[src/rtl/score_pkg.sv]
// Shared types and helpers for the multi-channel score accumulator.
// sat_add works on operands up to MAX_W bits, so WIDTH must not exceed MAX_W.
package score_pkg;

   localparam int MAX_W = 32;

   // Width of a channel index; a two-channel design still needs one bit.
   function automatic int lead_w(input int n);
      return (n > 2) ? $clog2(n) : 1;
   endfunction

   // Adds two w-bit values held in MAX_W-bit containers.
   // Returns {ovf, result}; ovf is the carry out of bit w-1.
   // When sat is set, an overflowing result clamps to all ones.
   // Otherwise it wraps modulo 2^w.
   function automatic logic [MAX_W:0] sat_add(input logic [MAX_W-1:0] a,
                                              input logic [MAX_W-1:0] b,
                                              input int               w,
                                              input logic             sat);
      logic [MAX_W:0] one;
      logic [MAX_W:0] mask;
      logic [MAX_W:0] sum;
      logic [MAX_W:0] res;
      logic           carry;
      one   = {{MAX_W{1'b0}}, 1'b1};
      mask  = (one << w) - one;
      sum   = {1'b0, a} + {1'b0, b};
      carry = |(sum & ~mask);
      res   = (carry && sat) ? mask : (sum & mask);
      return {carry, res[MAX_W-1:0]};
   endfunction

endpackage

[src/rtl/score_accumulator_rr_arbiter.sv]
// Round-robin arbiter for the shared score adder.
// Each cycle the arbiter grants at most one requester.
// The search starts one past the last winner and wraps around.
// The pointer only moves when a grant is actually issued.
module rr_arbiter
   import score_pkg::*;
#(
   parameter int N = 2
)(
   input  logic                  clk,
   input  logic                  CLR,
   input  logic [N-1:0]          req,
   output logic [N-1:0]          gnt,
   output logic [lead_w(N)-1:0]  gnt_idx
);

   localparam int IW = lead_w(N);

   logic [IW-1:0] ptr_q;
   logic [IW-1:0] ptr_d;
   logic          anyGnt;
   int            slot;

   // Circular priority search starting at ptr_q+1; the first requester found wins.
   always_comb begin
      gnt     = '0;
      gnt_idx = '0;
      anyGnt  = 1'b0;
      slot    = 0;
      for (int k = 1; k <= N; k++) begin
         slot = int'(ptr_q) + k;
         if (slot >= N) begin
            slot = slot - N;
         end
         if (!anyGnt && req[slot]) begin
            anyGnt       = 1'b1;
            gnt[slot]    = 1'b1;
            gnt_idx      = IW'(slot);
         end
      end
      ptr_d = anyGnt ? gnt_idx : ptr_q;
   end

   // The pointer resets to the last index, which gives channel 0 first priority.
   always_ff @(posedge clk or posedge CLR) begin
      if (CLR) begin
         ptr_q <= IW'(N - 1);
      end else begin
         ptr_q <= ptr_d;
      end
   end

endmodule

[src/rtl/score_accumulator.sv]
// Multi-channel score accumulator.
// Each channel holds one pending addend in a one-entry buffer.
// A single adder, granted round-robin, commits one pending addend per cycle.
// Overflow and dropped-request flags are sticky until CLR or CLR_CH.
// LEAD is the index of the highest score, taken from the previous cycle's Q.
module score_accumulator
   import score_pkg::*;
#(
   parameter int WIDTH    = 8,
   parameter int CHANNELS = 2,
   parameter bit SATURATE = 1'b1
)(
   input  logic                         clk,
   input  logic                         CLR,
   input  logic [CHANNELS-1:0]          LD,
   input  logic [CHANNELS*WIDTH-1:0]    D,
   input  logic [CHANNELS-1:0]          CLR_CH,
   output logic [CHANNELS-1:0]          RDY,
   output logic [CHANNELS*WIDTH-1:0]    Q,
   output logic [CHANNELS-1:0]          OVF,
   output logic [CHANNELS-1:0]          DROP,
   output logic [lead_w(CHANNELS)-1:0]  LEAD
);

   localparam int LW = lead_w(CHANNELS);

   logic [CHANNELS-1:0]       pendV;
   logic [CHANNELS*WIDTH-1:0] pendAll;
   logic [CHANNELS-1:0]       req;
   logic [CHANNELS-1:0]       gnt;
   logic [LW-1:0]             gntIdx;

   logic [WIDTH-1:0]          addA;
   logic [WIDTH-1:0]          addB;
   logic [WIDTH-1:0]          addSum;
   logic                      addOvf;
   logic [MAX_W:0]            addRes;

   logic [LW-1:0]             leadIdx_q;
   logic [LW-1:0]             leadIdx_d;
   logic [WIDTH-1:0]          leadBest;

   // A channel being cleared this cycle must not win the adder.
   // Masking it here also keeps the round-robin pointer where it was.
   assign req = pendV & ~CLR_CH;
   assign RDY = ~pendV;

   rr_arbiter #(
      .N(CHANNELS)
   ) u_arb (
      .clk     (clk),
      .CLR     (CLR),
      .req     (req),
      .gnt     (gnt),
      .gnt_idx (gntIdx)
   );

   // Shared adder: select the granted channel's score and addend, then add once.
   always_comb begin
      addA = '0;
      addB = '0;
      for (int c = 0; c < CHANNELS; c++) begin
         if (gntIdx == LW'(c)) begin
            addA = Q[c*WIDTH +: WIDTH];
            addB = pendAll[c*WIDTH +: WIDTH];
         end
      end
      addRes = sat_add(MAX_W'(addA), MAX_W'(addB), WIDTH, SATURATE);
      addOvf = addRes[MAX_W];
      addSum = addRes[WIDTH-1:0];
   end

   for (genvar i = 0; i < CHANNELS; i++) begin : g_ch
      logic [WIDTH-1:0] score_q;
      logic [WIDTH-1:0] score_d;
      logic [WIDTH-1:0] pend_q;
      logic [WIDTH-1:0] pend_d;
      logic             pendV_q;
      logic             pendV_d;
      logic             ovf_q;
      logic             ovf_d;
      logic             drop_q;
      logic             drop_d;

      // Channel next state: a clear beats a commit and a capture.
      // A commit always frees the buffer.
      // A new LD is captured only into an empty buffer; otherwise it is dropped.
      always_comb begin
         score_d = score_q;
         pend_d  = pend_q;
         pendV_d = pendV_q;
         ovf_d   = ovf_q;
         drop_d  = drop_q;
         if (CLR_CH[i]) begin
            score_d = '0;
            ovf_d   = 1'b0;
            drop_d  = 1'b0;
            pendV_d = 1'b0;
         end else begin
            if (gnt[i]) begin
               score_d = addSum;
               ovf_d   = ovf_q | addOvf;
               pendV_d = 1'b0;
            end
            if (LD[i]) begin
               if (pendV_q) begin
                  drop_d = 1'b1;
               end else begin
                  pend_d  = D[i*WIDTH +: WIDTH];
                  pendV_d = 1'b1;
               end
            end
         end
      end

      // Channel state registers; CLR discards any pending request immediately.
      always_ff @(posedge clk or posedge CLR) begin
         if (CLR) begin
            score_q <= '0;
            pend_q  <= '0;
            pendV_q <= 1'b0;
            ovf_q   <= 1'b0;
            drop_q  <= 1'b0;
         end else begin
            score_q <= score_d;
            pend_q  <= pend_d;
            pendV_q <= pendV_d;
            ovf_q   <= ovf_d;
            drop_q  <= drop_d;
         end
      end

      assign Q[i*WIDTH +: WIDTH]       = score_q;
      assign pendAll[i*WIDTH +: WIDTH] = pend_q;
      assign pendV[i]                  = pendV_q;
      assign OVF[i]                    = ovf_q;
      assign DROP[i]                   = drop_q;
   end

   // Argmax over the registered scores.
   // Only a strictly greater score replaces the current leader, so ties keep the lowest index.
   always_comb begin
      leadIdx_d = '0;
      leadBest  = '0;
      for (int c = 0; c < CHANNELS; c++) begin
         if (Q[c*WIDTH +: WIDTH] > leadBest) begin
            leadBest  = Q[c*WIDTH +: WIDTH];
            leadIdx_d = LW'(c);
         end
      end
   end

   // The leader index is registered, so it trails Q by one cycle.
   always_ff @(posedge clk or posedge CLR) begin
      if (CLR) begin
         leadIdx_q <= '0;
      end else begin
         leadIdx_q <= leadIdx_d;
      end
   end

   assign LEAD = leadIdx_q;

endmodule

[config.mk]
export PLATFORM = sky130hd
export DESIGN_NAME = score_accumulator
export DESIGN_NICKNAME = d
export VERILOG_FILES = /design/src/rtl/score_pkg.sv /design/src/rtl/score_accumulator_rr_arbiter.sv /design/src/rtl/score_accumulator.sv
export SDC_FILE = /design/constraint.sdc
export NUM_CORES = 1
export LEC_CHECK = 0
export ABC_AREA = 0
export BUFFER_PORTS_ARGS = -buffer_cell sky130_fd_sc_hd__buf_2
export CAP_MARGIN = 15
export CORE_ASPECT_RATIO = 0.8
export CORE_MARGIN = 5
export CORE_UTILIZATION = 52
export CTS_BUF_LIST = sky130_fd_sc_hd__clkbuf_16
export DETAILED_ROUTE_END_ITERATION = 16
export PLACE_DENSITY = 0.74
export SLEW_MARGIN = 10
export SYNTH_ARGS = -nofsm -noshare
export SYNTH_HDL_FRONTEND = slang
export SYNTH_SLANG_ARGS = --single-unit
export TNS_END_PERCENT = 20
[constraint.sdc]
create_clock -name clk -period 4 [get_ports clk]
set_input_delay 0 -clock clk [delete_from_list [all_inputs] [get_ports clk]]
set_output_delay 0 -clock clk [all_outputs]
set_load 0.01 [all_outputs]
==> metrics.txt <==
yosys warns=0; Syn Nets=281; mean post-synth cell area=around 9.5 sq um; fmax=317 MHz; Post-synth EDFFs=0; clk_lat worst skew=~0.28 ns; Setup violations, final=0; crit path launch type=flip-flop; # IOs=45; Sum Neg Setup Slack=0 ns; Max rail drop VDD=0.000284 V; DIE AREA=between 5000 and 6000 sq um; Inserted Clock Buffers=5; antenna cells=0; vias in the first global route=roughly 2000; RSZ-0062 raised after global routing=false; violated checks=hold timing; Synth cell types=40; outcome=finished with violations; total gr overflow=0; root buf cell=clkbuf_16; WP buf/inv=1; Crit path required time=about 4.1 ns; post-synth top area share=a little over two fifths; drt total wl=5380 microns; Synth area leader=dfrtp_1; Max Buffers Root-to-Sink=2; fin cells=approximately 360; Slew Limit Fails=0; total power=around 1300 uW; cell count after synthesis=around 240; P per Cell Area=about 460 nW/um^2; Iter 0 DRT Violations=110; DR vias/cell=around 5.4; Async S/R FF share, synth=100%; drt wl/cell=14.9 microns; largest net degree at the start of global routing=between 40 and 50; antenna violations before repair=0; register area share after synthesis=between 40 and 50%; Sink Count=40; CP endpoint kind=flip-flop; global-route wire length before repair=just over 9000 microns; GRT Util Overall=~20%; Rel. slew slack=about two fifths; most repeated library cell on the critical path=a21o_1; CTS tree=yes; routed via count=a little under 2000; post-CTS setup buffers=0; CP delay by family, top=compound AO/OA/AOI/OAI gates; Hold Slack=-0.00168 ns; H-Tree Depth=2; largest fanout on the critical path=12; gp weighted congestion=between 0.8 and 0.9; Seq cells post-synth=40; Setup Crit Path Kind=reg2reg; port bufs=44; Initial Util=between 50% and 60%; Residual DRC=0; setup slack at placement=between 0.8 and 0.9 ns; drt pass-1 iters=4; post-route ant nets=0; placed instance count=around 330; synth top area cells=dfrtp_1, ha_1, mux2_2, nand2_1, o21ai_0; slowest CP cell=a21o_1; Die Ht=roughly 69 microns; synthesized area=about 2300 sq um; Synth Flop Type=dfrtp_1; Tcrit/Tclk final=between 70% and 80%; core footprint=~4200 sq um; Syn-to-layout area delta=25.9%; die width=roughly 84 microns; Final min period=3.16 ns; Worst Slack Setup Final=between 0.8 and 0.9 ns; Worst Clk Skew=0.00385 ns; CP Cell Sequence=inv_1 > nor2_1 > a21o_1 > o21ai_0 > ha_1 > fa_1 > a21o_1 > a21oi_2 > o21a_2 > mux2i_1 > a31oi_1; Tightest Pin Transition=between 0.8 and 0.9 ns; DP HPWL=3900 microns; row cnt=21; Worst Hold Class=in2reg; slowest stage delay, CP=0.42 ns; layout cells sized above 1=25.2%; Lkg Pwr=around 0.0015 uW; MaxCap Viol Count=0; critical path arrival=roughly 3.3 ns; clock slew at reported path FFs=about 0.06 ns; Hold Vio Cnt, Final=1; Final #Nets=~340
[cells in the final DEF, fill, tap and decap left out, types with 4 or more instances in the layout]
master / n
nor2_1: 18
dlygate4sd3_1: 21
buf_2: 44
dfrtp_1: 39
a21o_1: 7
nand3_1: 13
nand2_1: 34
ha_1: 16
o21ai_1: 10
inv_1: 14
mux2_1: 5
mux2_2: 12
o21ai_0: 14
a21oi_1: 9
clkbuf_16: 5
and3_1: 4
[per-layer routing]
| layer | vias to the layer above | share of wire [%] | GRT usage [%] |
|---|---|---|---|
| li1 | 977 | - | - |
| met1 | 930 | 48 | 27.3 |
| met2 | 48 | 45 | 30.6 |
| met3 | 5 | 5.5 | 4.16 |
| met4 | 0 | 0.87 | 5.98 |
| met5 | - | 0 | 0 |
[through the flow]
stage / util [%] / cell area (sq um)
after floorplan: - / 2300
after global placement: 60.3 / 2550
after detailed placement: 60.3 / 2550
after CTS: 68.4 / 2900
after global routing: 68.4 / 2900
final: 68.4 / 2900
[repair_timing]
| action | CTS | global route |
|---|---|---|
| hold endpoints to repair | 61 | 0 |
| hold buffers | 21 | 0 |
| gates resized for setup | 0 | 0 |
[synthesized netlist by cell type (2+ instances only)]
cell and count:
inv_2 2, ha_1 16, nand2b_1 3, dfrtp_1 39, mux2_1 5, o21ai_0 14, a21oi_2 3, clkbuf_1 6
nor3_1 3, inv_1 13, and3_1 4, o21ai_1 10, nor2_1 18, a21o_1 7, nand2_1 34, mux2i_1 2
o21a_1 2, a21oi_1 9, a211oi_1 2, mux2_2 12, nand3_1 13, buf_2 2, a31oi_1 3, buf_4 4
[report_power, final]
part           internal, uW  switching, uW
registers               471           46.2
clock network           224            150
logic                   204            250
total                   899            446
[state kept, by name, summed over array words and instances, names as in the netlist]
signal and count:
g_ch.pendV_q 2, g_ch.pend_q 16, g_ch.drop_q 2, g_ch.ovf_q 2
g_ch.score_q 16, LEAD 1, u_arb.ptr_q 1
[worst reg2reg max path: stages (launching register included)]
cell	delay [ns]
dfrtp_1	0.38
inv_1	0.08
nor2_1	0.25
a21o_1	0.42
o21ai_0	0.15
ha_1	0.26
fa_1	0.42
a21o_1	0.19
a21oi_2	0.26
o21a_2	0.21
mux2i_1	0.28
a31oi_1	0.13
[area by class of cell]
| class | instances | area (sq um) |
|---|---|---|
| Timing Repair Buffer | 68 | 453 |
| Inverter | 15 | 56.3 |
| Fill cell | 339 | 1340 |
| Clock buffer | 5 | 125 |
| Sequential cell | 40 | 1000 |
| Clock inverter | 2 | 8.76 |
| Multi-Input combinational cell | 175 | 1180 |
| Tap cell | 57 | 71.3 |
[logic make-up (layout without fill, tap and decap cells)]
| group | after synthesis | after routing | synth area share [%] |
|---|---|---|---|
| xor+xnor | 2 | 2 | 0.762 |
| fa+ha+maj | 17 | 17 | 9.58 |
| simple gates | 80 | 80 | 15.5 |
| flops | 40 | 40 | 43.6 |
| mux | 19 | 19 | 9.19 |
| buf+inv | 27 | 90 | 5.17 |
| compound gates | 57 | 57 | 16.3 |
[final timing paths]
check                                  start  cells past startpoint  slack (ns)                  to
max                          g_ch[0].pendV_q                     11        0.84  g_ch[0].score_q[6]
min                                    LD[0]                      3      -0.002      g_ch[0].drop_q
min reg2reg                g_ch[0].pend_q[2]                      1        0.49   g_ch[0].pend_q[2]
min in group asynchronous                CLR                      4        0.38   g_ch[1].pend_q[0]
max in group asynchronous                CLR                      4        3.26         u_arb.ptr_q
max reg2reg                  g_ch[0].pendV_q                     11        0.84  g_ch[0].score_q[6]
No activity file was read; power rests on OpenSTA's default activity.
